### src/rtl/lfsr_pkg.sv
// lfsr_pkg: shared types, tap constants and the single-step LFSR function.
// Latency: n/a (types and a combinational helper only).
// Backpressure: n/a.
package lfsr_pkg;

  typedef enum logic [1:0] {
    IDLE = 2'd0,
    GEN  = 2'd1,
    HOLD = 2'd2
  } fsm_t;

  // Maximal-length masks for this register's convention: the feedback bit enters
  // the MSB, the state shifts right, and bit 0 is the output. Under that
  // convention a mask m is maximal when x^W + sum(m[i] * x^i) is primitive.
  localparam logic [3:0]  TAPS_W4  = 4'h3;          // x^4+x+1
  localparam logic [4:0]  TAPS_W5  = 5'h05;         // x^5+x^2+1
  localparam logic [7:0]  TAPS_W8  = 8'h1D;         // x^8+x^4+x^3+x^2+1
  localparam logic [15:0] TAPS_W16 = 16'h6801;      // x^16+x^14+x^13+x^11+1
  localparam logic [31:0] TAPS_W32 = 32'h0040_0007; // x^32+x^22+x^2+x+1

  typedef struct packed {
    logic        bit_out;
    logic [31:0] next;
  } step_t;

  // One Fibonacci step on a register of width w (1..32), zero-extended to 32 bits.
  function automatic step_t lfsr_step(input logic [31:0] st,
                                      input logic [31:0] taps,
                                      input int unsigned w);
    step_t r;
    logic  fb;
    fb        = ^(st & taps);
    r.bit_out = st[0];
    r.next    = (st >> 1) | ({31'b0, fb} << (w - 1));
    return r;
  endfunction

endpackage

### src/rtl/lfsr_word_gen_if.sv
// lfsr_word_gen_if: valid/ready word channel from the generator to its consumer.
// Latency: n/a (wires only).
// Backpressure: consumer holds out_ready low; producer keeps out_valid/out_data stable.
// Ports: out_valid, out_data[OUT_W] (producer -> consumer), out_ready (consumer -> producer).
interface lfsr_word_gen_if #(
  parameter int unsigned OUT_W = 8
);
  logic             out_valid;
  logic [OUT_W-1:0] out_data;
  logic             out_ready;

  modport master (output out_valid, output out_data, input out_ready);
  modport slave  (input out_valid, input out_data, output out_ready);
endinterface

### src/rtl/lfsr_core.sv
// lfsr_core: W-bit Fibonacci LFSR register with seed load and all-zero recovery.
// Latency: new state visible one cycle after step/load; lockup is a registered 1-cycle pulse.
// Backpressure: steps only when step_en is high; otherwise holds.
// Ports: clk, reset_n (sync, active-low), step_en, load, load_seed[W] in;
//        state[W], bit_out (state[0]), stepped (a step happens this cycle), lockup out.
module lfsr_core
  import lfsr_pkg::*;
#(
  parameter int unsigned  W    = 16,
  parameter logic [W-1:0] TAPS = 16'hB400,
  parameter logic [W-1:0] SEED = {W{1'b1}}
) (
  input  logic         clk,
  input  logic         reset_n,
  input  logic         step_en,
  input  logic         load,
  input  logic [W-1:0] load_seed,
  output logic [W-1:0] state,
  output logic         bit_out,
  output logic         stepped,
  output logic         lockup
);

  step_t nxt;
  logic  unused_nxt;

  always_comb begin
    nxt = lfsr_step(32'(state), 32'(TAPS), W);
  end

  // Upper bits above W are always zero; fold them away explicitly.
  assign unused_nxt = ^nxt.next;
  assign bit_out    = nxt.bit_out;

  // A zero state is never stepped: the recovery cycle replaces it instead.
  assign stepped = step_en && !load && (state != '0);

  always_ff @(posedge clk) begin
    if (!reset_n) begin
      state  <= SEED;
      lockup <= 1'b0;
    end else if (load) begin
      state  <= (load_seed == '0) ? SEED : load_seed;
      lockup <= (load_seed == '0);
    end else if (state == '0) begin
      state  <= SEED;
      lockup <= 1'b1;
    end else begin
      lockup <= 1'b0;
      if (step_en) begin
        state <= nxt.next[W-1:0];
      end
    end
  end

endmodule

### src/rtl/lfsr_word_gen.sv
// lfsr_word_gen: packs LFSR output bits (first bit in the MSB) into OUT_W-bit words.
// Latency: out_valid rises OUT_W+1 cycles after enable is first seen; one word per OUT_W+1 cycles.
// Backpressure: holds the word (and freezes the LFSR) until out_valid && out_ready.
// Ports: clk, reset_n (sync, active-low), enable, load, load_seed[W] in;
//        out_if (master: out_valid, out_data[OUT_W], out_ready); lockup, state[W] out.
module lfsr_word_gen
  import lfsr_pkg::*;
#(
  parameter int unsigned  W     = 16,
  parameter logic [W-1:0] TAPS  = 16'hB400,
  parameter logic [W-1:0] SEED  = {W{1'b1}},
  parameter int unsigned  OUT_W = 8
) (
  input  logic                  clk,
  input  logic                  reset_n,
  input  logic                  enable,
  input  logic                  load,
  input  logic [W-1:0]          load_seed,
  lfsr_word_gen_if.master       out_if,
  output logic                  lockup,
  output logic [W-1:0]          state
);

  localparam int unsigned CW = $clog2(OUT_W + 1);

  fsm_t             fsm_q, fsm_d;
  logic [CW-1:0]    count_q;
  logic [OUT_W-1:0] acc_q, acc_nxt;
  logic [OUT_W-1:0] data_q;
  logic             valid_q;
  logic             step_en, stepped, bit_out, word_done;

  assign step_en = (fsm_q == GEN) && enable;

  lfsr_core #(
    .W    (W),
    .TAPS (TAPS),
    .SEED (SEED)
  ) u_core (
    .clk       (clk),
    .reset_n   (reset_n),
    .step_en   (step_en),
    .load      (load),
    .load_seed (load_seed),
    .state     (state),
    .bit_out   (bit_out),
    .stepped   (stepped),
    .lockup    (lockup)
  );

  // Shift form keeps OUT_W=1 legal (no [OUT_W-2:0] slice).
  assign acc_nxt   = (acc_q << 1) | OUT_W'(bit_out);
  assign word_done = stepped && (count_q == CW'(OUT_W - 1));

  always_comb begin
    fsm_d = fsm_q;
    if (load) begin
      fsm_d = enable ? GEN : IDLE;
    end else begin
      case (fsm_q)
        IDLE:    if (enable) fsm_d = GEN;
        GEN:     if (word_done) fsm_d = HOLD;
        HOLD:    if (valid_q && out_if.out_ready) fsm_d = enable ? GEN : IDLE;
        default: fsm_d = IDLE;
      endcase
    end
  end

  always_ff @(posedge clk) begin
    if (!reset_n) begin
      fsm_q   <= IDLE;
      count_q <= '0;
      acc_q   <= '0;
      data_q  <= '0;
      valid_q <= 1'b0;
    end else begin
      fsm_q <= fsm_d;
      if (load) begin
        // Partial word and any held word are dropped.
        count_q <= '0;
        acc_q   <= '0;
        valid_q <= 1'b0;
      end else if (word_done) begin
        count_q <= '0;
        acc_q   <= '0;
        data_q  <= acc_nxt;
        valid_q <= 1'b1;
      end else if (stepped) begin
        count_q <= count_q + 1'b1;
        acc_q   <= acc_nxt;
      end else if (fsm_q == HOLD && valid_q && out_if.out_ready) begin
        valid_q <= 1'b0;
      end
    end
  end

  assign out_if.out_valid = valid_q;
  assign out_if.out_data  = data_q;

endmodule

### src/flat_wrapper.sv
// flat-port wrapper written by rule: the top's interface ports become plain ports
module lfsr_word_gen_flat import lfsr_pkg::*;
#(
  parameter int unsigned  W     = 16,
  parameter logic [W-1:0] TAPS  = 16'hB400,
  parameter logic [W-1:0] SEED  = {W{1'b1}},
  parameter int unsigned  OUT_W = 8
)
  (clk, reset_n, enable, load, load_seed, lockup, state, out_if_out_valid, out_if_out_data, out_if_out_ready);
  lfsr_word_gen_if #(.OUT_W(OUT_W)) out_if_i ();
  input  logic clk;
  input  logic reset_n;
  input  logic enable;
  input  logic load;
  input  logic [W-1:0] load_seed;
  output logic lockup;
  output logic [W-1:0] state;
  output wire logic [$bits(out_if_i.out_valid)-1:0] out_if_out_valid;
  output wire logic [$bits(out_if_i.out_data)-1:0] out_if_out_data;
  input wire logic [$bits(out_if_i.out_ready)-1:0] out_if_out_ready;
  assign out_if_out_valid = out_if_i.out_valid;
  assign out_if_out_data = out_if_i.out_data;
  assign out_if_i.out_ready = out_if_out_ready;
  lfsr_word_gen #(.W(W), .TAPS(TAPS), .SEED(SEED), .OUT_W(OUT_W)) u_core (.clk(clk), .reset_n(reset_n), .enable(enable), .load(load), .load_seed(load_seed), .out_if(out_if_i), .lockup(lockup), .state(state));
endmodule
### config.mk
export PLATFORM = sky130hd
export DESIGN_NAME = lfsr_word_gen_flat
export DESIGN_NICKNAME = d
export VERILOG_FILES = /design/src/rtl/lfsr_pkg.sv /design/src/rtl/lfsr_word_gen_if.sv /design/src/rtl/lfsr_core.sv /design/src/rtl/lfsr_word_gen.sv /design/src/flat_wrapper.sv
export SDC_FILE = /design/constraint.sdc
export NUM_CORES = 1
export LEC_CHECK = 0
export CORE_MARGIN = 4
export CORE_UTILIZATION = 27
export DETAILED_ROUTE_END_ITERATION = 7
export MAX_ROUTING_LAYER = met4
export PLACE_DENSITY = 0.53
export SKIP_LAST_GASP = 1
export SLEW_MARGIN = 20
export SYNTH_ARGS = -nofsm -noshare
export SYNTH_HDL_FRONTEND = slang
export SYNTH_HIERARCHICAL = 1
export SYNTH_SLANG_ARGS = --single-unit
### constraint.sdc
create_clock -name clk -period 2.9 [get_ports clk]
set_input_delay 0.435 -clock clk [delete_from_list [all_inputs] [get_ports clk]]
set_output_delay 0.435 -clock clk [all_outputs]
set_load 0.05 [all_outputs]
==> results.md, run 1 <==
* DPL Wire Length at ~3.6 mm
* FFs w/ async S/R, synth at 0%
* Die width at between 90 and 100 microns
* Syn nets at around 230
* Worst path arrival time at 2.36 ns
* Critical-path cell list: clkdlybuf4s50_1 > or4_4 > o41ai_4 > buf_4 > nor2_1 > o211ai_1
* Mapped Area at about 0.0018 sq mm
* Critical path type: input pin to flip-flop
* Initial core utilization at about 28%
* Hold Buf Count CTS at 0
* Sequential share of power at about 45%
* Post-synth cell types at 40
* Initial DRC count at 48
* Actual slew at the worst max-slew pin at roughly 0.51 ns
* Post-synth top cells: 39 x dfxtp_1, 34 x nand2_1, 28 x nor2_1, 18 x a21oi_1, 17 x mux2i_1
* Yosys warnings at 6
* Top cell type's share of synthesized area at 42.25%
* Leak at 0.9616 nW
* Sw Share at between 20 and 30%
* Max IR drop VDD at between 0.0002 and 0.0003 V
* Critical Path Source: load_seed[9]
* Status: completed
* Most numerous cell in the Yosys netlist: dfxtp_1
* Dominant cells by area after synthesis: dfxtp_1 42%, mux2i_1 9.2%, nand2_1 6.9%, nor2_1 5.7%, o211ai_2 5.4%
* CTS root buf: clkbuf_8
* Die Span Y at slightly above 90 microns
* Vias in the first global route at 1683
* Reg2reg end: u_core/fsm_q[1]
* Wire per inst at approximately 15 microns
* I/O pins at 47
* Row cnt at 29
* CP peak stage delay at approximately 0.55 ns
* First-pass detailed-route iteration total at 4
* H-tree depth at 2
* Fillcell total at approximately 650
* Endpoints failing hold at 0
* Power per Cell Area at roughly 520 mW/mm^2
* Via count of the routed design at approximately 1600
* RePlAce Congestion at between 0.7 and 0.8
* Tmin final at about 2.1 ns
* Peak fanout along the critical path at 14
* Final period utilization at roughly three quarters
* Worst-path clk slew at 0.09 ns
* Ys flop type: dfxtp_1
* Nets at about 280
* Yosys reg bits at 39
* CTS resizes at 0
* Die ar. at 0.008232 sq mm
* Syn Inst Count at about 200
* RR Startpoint: u_core/u_core/state[12]
* Seq/Total Area, Yosys at between 40% and 50%
* Post-Route WL at 4.942 mm
* CP required at about 3.1 ns
* Worst Setup EP: u_core/u_core/state[2]
* Relative slew margins at roughly two thirds
* CTS tree: built
* Slowest CP cell: or4_4
* Postcts setup bufs at 0
* Net Sw Power at just under 0.4 mW
* Mean Syn Cell Area at around 9 sq um
* Antenna diode count at 0
* Skew-Pair Late Insertion Delay at 0.29 ns
* ANT nets after route at 0
* Sink Count at 39
* Number of synthesized flops with an enable pin at 0
* Post-synth top area cell: dfxtp_1
* RSZ-0062 raised after global routing: no
* Num CTS Buffers at 5
* Final setup viols at 0
* Util after Layout at about two fifths
* PortBufs at 46
* Highest clock rate at roughly 470 MHz
* Core area at ~0.0065 sq mm
* Initial antenna violation count at 0
* Reg2reg path depth at 8
* Congestion Overflow GR at 0
* Avg Vias per Cell at about 4.9
* Nature of the critical path startpoint: input pin
* First-pass GRT wire length at between 8 and 9 mm
* Worst Setup End Kind: flip-flop
* Pint at ~0.92 mW
* Final Skew at about 0.0074 ns
* Hold WS at approximately 0.46 ns
* Hold Crit Class: flip-flop to flip-flop
* Share of layout cells above drive strength 1 at roughly an eighth
* Maximum clock insertion buffer count at 2
* Gate power share at between 10% and 20%
* Final Max Slew Viols at 0
* Drt drc at 0
* FF-to-FF setup slack at 0.87 ns
* Gr usage total at 12.62%
* Maxcap violations at 0
* Largest net degree at the start of global routing at 19
* Fin Setup TNS at 0 ns
* Clock share of power at 36.6%
* Area Overhead vs Synth at 36.56%
## metal layers
layer	global-route usage (%)	share of wire, %	wire length, microns
met1	15.38	49	2411
met3	3.833	3.9	194
met5	-	0	0
met2	20.01	46	2287
met4	3.827	0.99	49
## power by group through the flow
stage	registers (mW)	clock network (mW)	logic (mW)
after floorplan	0.644	0	0.0971
after global placement	0.593	0	0.245
after detailed placement	0.593	0	0.247
after CTS	0.581	0.493	0.248
after global routing	0.584	0.513	0.265
final	0.580	0.477	0.246
## through the flow
stage | cells | worst slack, ns | instance area, sq um | total power [mW]
final | 331 | 0.7560 | 2524 | 1.303
after CTS | 331 | 0.7635 | 2524 | 1.322
after detailed placement | 323 | 0.4635 | 2407 | 0.8407
after global routing | 331 | 0.6723 | 2524 | 1.362
after floorplan | 204 | 0.3052 | 1848 | 0.7415
after global placement | 323 | 0.4961 | 2407 | 0.8385
## worst max-delay path: cells and delay by family
kind	cells	cell delay [ns]
AO/OA/AOI/OAI	2	0.60
buffers and inverters	2	0.70
AND/OR/NAND/NOR	2	0.62
## final cells by class
cell class	instances	area, sq um	share of cell area, %
clock buffer	5	68.82	2.727
clock inverter	3	47.55	1.884
inverter	3	11.26	0.4462
multi-input combinational	149	991.0	39.27
sequential	39	780.7	30.94
tap	77	96.34	3.818
timing repair buffer	55	528.0	20.92
## state kept, by name (all words and copies together), names as in the netlist
| signal | cells |
|---|---|
| u_core/count_q | 4 |
| u_core/u_core/lockup | 1 |
| u_core/out_if.out_valid | 1 |
| u_core/u_core/state | 16 |
| u_core/acc_q | 7 |
| u_core/out_if.out_data | 8 |
| u_core/fsm_q | 2 |
## kinds of logic after synthesis
logic type | Yosys count | share of synthesized area, %
and+or+nand+nor | 84 | 22.82
AOI/OAI and AO/OA | 41 | 17.88
DFF | 39 | 42.25
muxes | 17 | 9.208
buffers and inverters | 16 | 4.130
xor gates and xnor gates | 5 | 2.370
adders and majority gates | 2 | 1.354
## cell usage in the layout, fill, tap and decap left out, types with 3 or more instances in the layout
cell type / Yosys / layout
clkdlybuf4s50_1: 0 / 46
dfxtp_1: 39 / 39
nand2_1: 34 / 34
nor2_1: 28 / 28
a21oi_1: 18 / 18
mux2i_1: 17 / 17
buf_4: 1 / 9
o211ai_2: 8 / 8
o211ai_1: 7 / 7
clkbuf_8: 0 / 5
nand2b_1: 3 / 3
xnor2_1: 3 / 3
inv_1: 3 / 3
## worst min-delay path by stage
| stage | slack, ns | depth (start not counted) | to | from |
|---|---|---|---|---|
| after floorplan | 0.44 | 2 | u_core/out_if.out_data[7] | u_core/acc_q[6] |
| after global placement | 0.45 | 2 | u_core/out_if.out_data[4] | u_core/out_if.out_data[4] |
| after detailed placement | 0.45 | 2 | u_core/out_if.out_data[3] | u_core/out_if.out_data[3] |
| after CTS | 0.46 | 2 | u_core/out_if.out_data[3] | u_core/out_if.out_data[3] |
| after global routing | 0.48 | 2 | u_core/out_if.out_data[3] | u_core/out_if.out_data[3] |
| final | 0.46 | 2 | u_core/out_if.out_data[4] | u_core/out_if.out_data[4] |
Note: power is estimated with default switching activity, not from simulation.
==> run 2, diff against run 1 <==
==> constraint.sdc (replaced) <==
create_clock -name clk -period 2 [get_ports clk]
set_input_delay 0.3 -clock clk [delete_from_list [all_inputs] [get_ports clk]]
set_output_delay 0.3 -clock clk [all_outputs]
set_load 0.05 [all_outputs]
==> results.md, run 2 (synthesis results as in run 1) <==
* Status: completed
* First-pass detailed-route iteration total at 4 (unchanged)
* Final Max Slew Viols at 0 (unchanged)
* Max IR drop VDD at 0.0003284 V (+27%)
* Util after Layout at 41.57% (+2.7 points)
* Congestion Overflow GR at 0 (unchanged)
* Peak fanout along the critical path at 10 (-4)
* Share of layout cells above drive strength 1 at 24.81% (+12 points)
* Fillcell total at 635 (-2.8%)
* Worst-path clk slew at 0.08 ns (about the same)
* Antenna diode count at 0 (unchanged)
* Vias in the first global route at 1716 (+2.0%)
* Row cnt at 29 (unchanged)
* Postcts setup bufs at 0 (unchanged)
* Area Overhead vs Synth at 46.11%
* Wire per inst at 14.19 microns (-4.9%)
* Hold Crit Class: flip-flop to flip-flop
* Initial DRC count at 43 (-10%)
* Maxcap violations at 0 (unchanged)
* Highest clock rate at between 500 and 600 MHz
* Actual slew at the worst max-slew pin at 0.5112 ns (-0.0005690 ns)
* Final setup viols at 0 (unchanged)
* Top reg by flops: u_core/u_core/state
* Dpl cells at 339 (+5.0%)
* Skew-Pair Late Insertion Delay at 0.29 ns (about the same)
* Most frequent cells in the layout: 46 x clkdlybuf4s50_1, 34 x nand2_1, 27 x nor2_1
* ANT nets after route at 0 (unchanged)
* Gr usage total at 12.64% (+0.025 points)
* Post-Route WL at 4.925 mm (-0.34%)
* Worst Setup End Kind: flip-flop
* Storage cell area at 803.3 sq um (+2.9%)
* Via count of the routed design at 1677 (+3.3%)
* Num CTS Buffers at 5 (unchanged)
* Area of the multi-input gates at 0.001016 sq mm (+2.5%)
* Largest net degree at the start of global routing at 36 (+17)
* I/O pins at 47 (unchanged)
* Hold WS at 0.4596 ns (-0.002749 ns)
* Die width at 90.73 microns (unchanged)
* Maximum clock insertion buffer count at 2 (unchanged)
* CTS tree: built
* CTS root buf: clkbuf_8
* RSZ-0062 raised after global routing: no
* Leak at 1.043 nW (+8.5%)
* Tmin final at around 1.9 ns
* Hold Buf Count CTS at 0 (unchanged)
* DPL Wire Length at 3.581 mm (-0.81%)
* Final Skew at 0.005150 ns (-0.002289 ns)
* RePlAce Congestion at 0.7559 (+0.83%)
* PortBufs at 46 (unchanged)
* Final period utilization at between 90% and 100%
* Core area at 0.006495 sq mm (unchanged)
* H-tree depth at 2 (unchanged)
* Die Span Y at 90.73 microns (unchanged)
* Worst path arrival time at 2.11 ns (-0.25 ns)
* CP required at 2.21 ns (-0.91 ns)
* Setup WS post-layout at 0.09843 ns (-0.6576 ns)
* Initial core utilization at 28.45% (unchanged)
* Endpoints failing hold at 0 (unchanged)
* Die ar. at 0.008232 sq mm (unchanged)
* Largest register FFs at 16 (unchanged)
* Drt drc at 0 (unchanged)
* Setup Slack @ Placement at -0.2313 ns (-0.6948 ns)
* Initial antenna violation count at 0 (unchanged)
* Power per Cell Area at 648.6 mW/mm^2 (+26%)
* Critical path type: input pin to flip-flop
* Sink Count at 39 (unchanged)
* Fin Setup TNS at 0 ns (unchanged)
* First-pass GRT wire length at 8.238 mm (-1.2%)
* Leading cell type in the layout, fill and taps excluded: clkdlybuf4s50_1
* Avg Vias per Cell at 4.833 (-1.4%)
* Final Non-Filler Cells at 347 (+4.8%)
* Relative slew margins at 65.81% (about the same)
* Nature of the critical path startpoint: input pin
* Nets at 292 (+5.8%)
run 2: cell count changes in the layout (fill, tap and decap cells not counted), moves of 2 or more:
cell	before	now
buf_12	0	3
buf_4	9	21
clkinv_2	0	3
dfxtp_1	39	25
dfxtp_2	0	12
dfxtp_4	0	2
inv_1	3	1
inv_2	0	2
run 2: routing by layer:
layer	routed length (microns)	global-route usage, %	part of all wire (%)	up-vias
met5	0	-	0	-
met1	2316	16.08	47	775
li1	-	-	-	849
met2	2259	19.52	46	50
met4	23	3.316	0.47	0
met3	326	3.833	6.6	3
run 2: repair_timing:
action	in CTS	in global routing
endpoints found under the hold margin	0	0
setup endpoints to repair	0	1
gates resized for setup	0	1
run 2: worst max-delay path: stages:
cell and delay (ns):
clkdlybuf4s50_1 0.42, or4_4 0.57, o41ai_4 0.41, buf_6 0.20, nor2_1 0.05, o211ai_1 0.17
run 2: area by class of cell:
| class | instances | area share (%) |
|---|---|---|
| Clock buffer | 5 | 2.549 |
| Sequential cell | 39 | 29.75 |
| Tap cell | 77 | 3.568 |
| Multi-Input combinational cell | 149 | 37.63 |
| Clock inverter | 3 | 0.5561 |
| Timing Repair Buffer | 71 | 25.53 |
| Inverter | 3 | 0.4171 |
run 2: path summary, 6_finish.rpt:
kind                                   from                        end  slack, ns  cells past startpoint
setup reg to reg    u_core/u_core/state[12]            u_core/fsm_q[1]       0.16                      8
hold / removal    u_core/out_if.out_data[5]  u_core/out_if.out_data[5]       0.46                      2
hold reg to reg   u_core/out_if.out_data[5]  u_core/out_if.out_data[5]       0.46                      2
setup / recovery               load_seed[9]     u_core/u_core/state[5]        0.1                      6
run 2: power breakdown:
part | internal [mW] | switching (mW)
sequential | 0.809 | 0.0384
combinational | 0.173 | 0.215
clock | 0.239 | 0.277
run 2: through the flow:
step	power (mW)	area (sq um)
6_report	1.751	2700
5_1_grt	1.852	2700
4_1_cts	1.775	2696
3_5_place_dp	1.256	2613
3_3_place_gp	1.255	2613
2_1_floorplan	1.089	1912
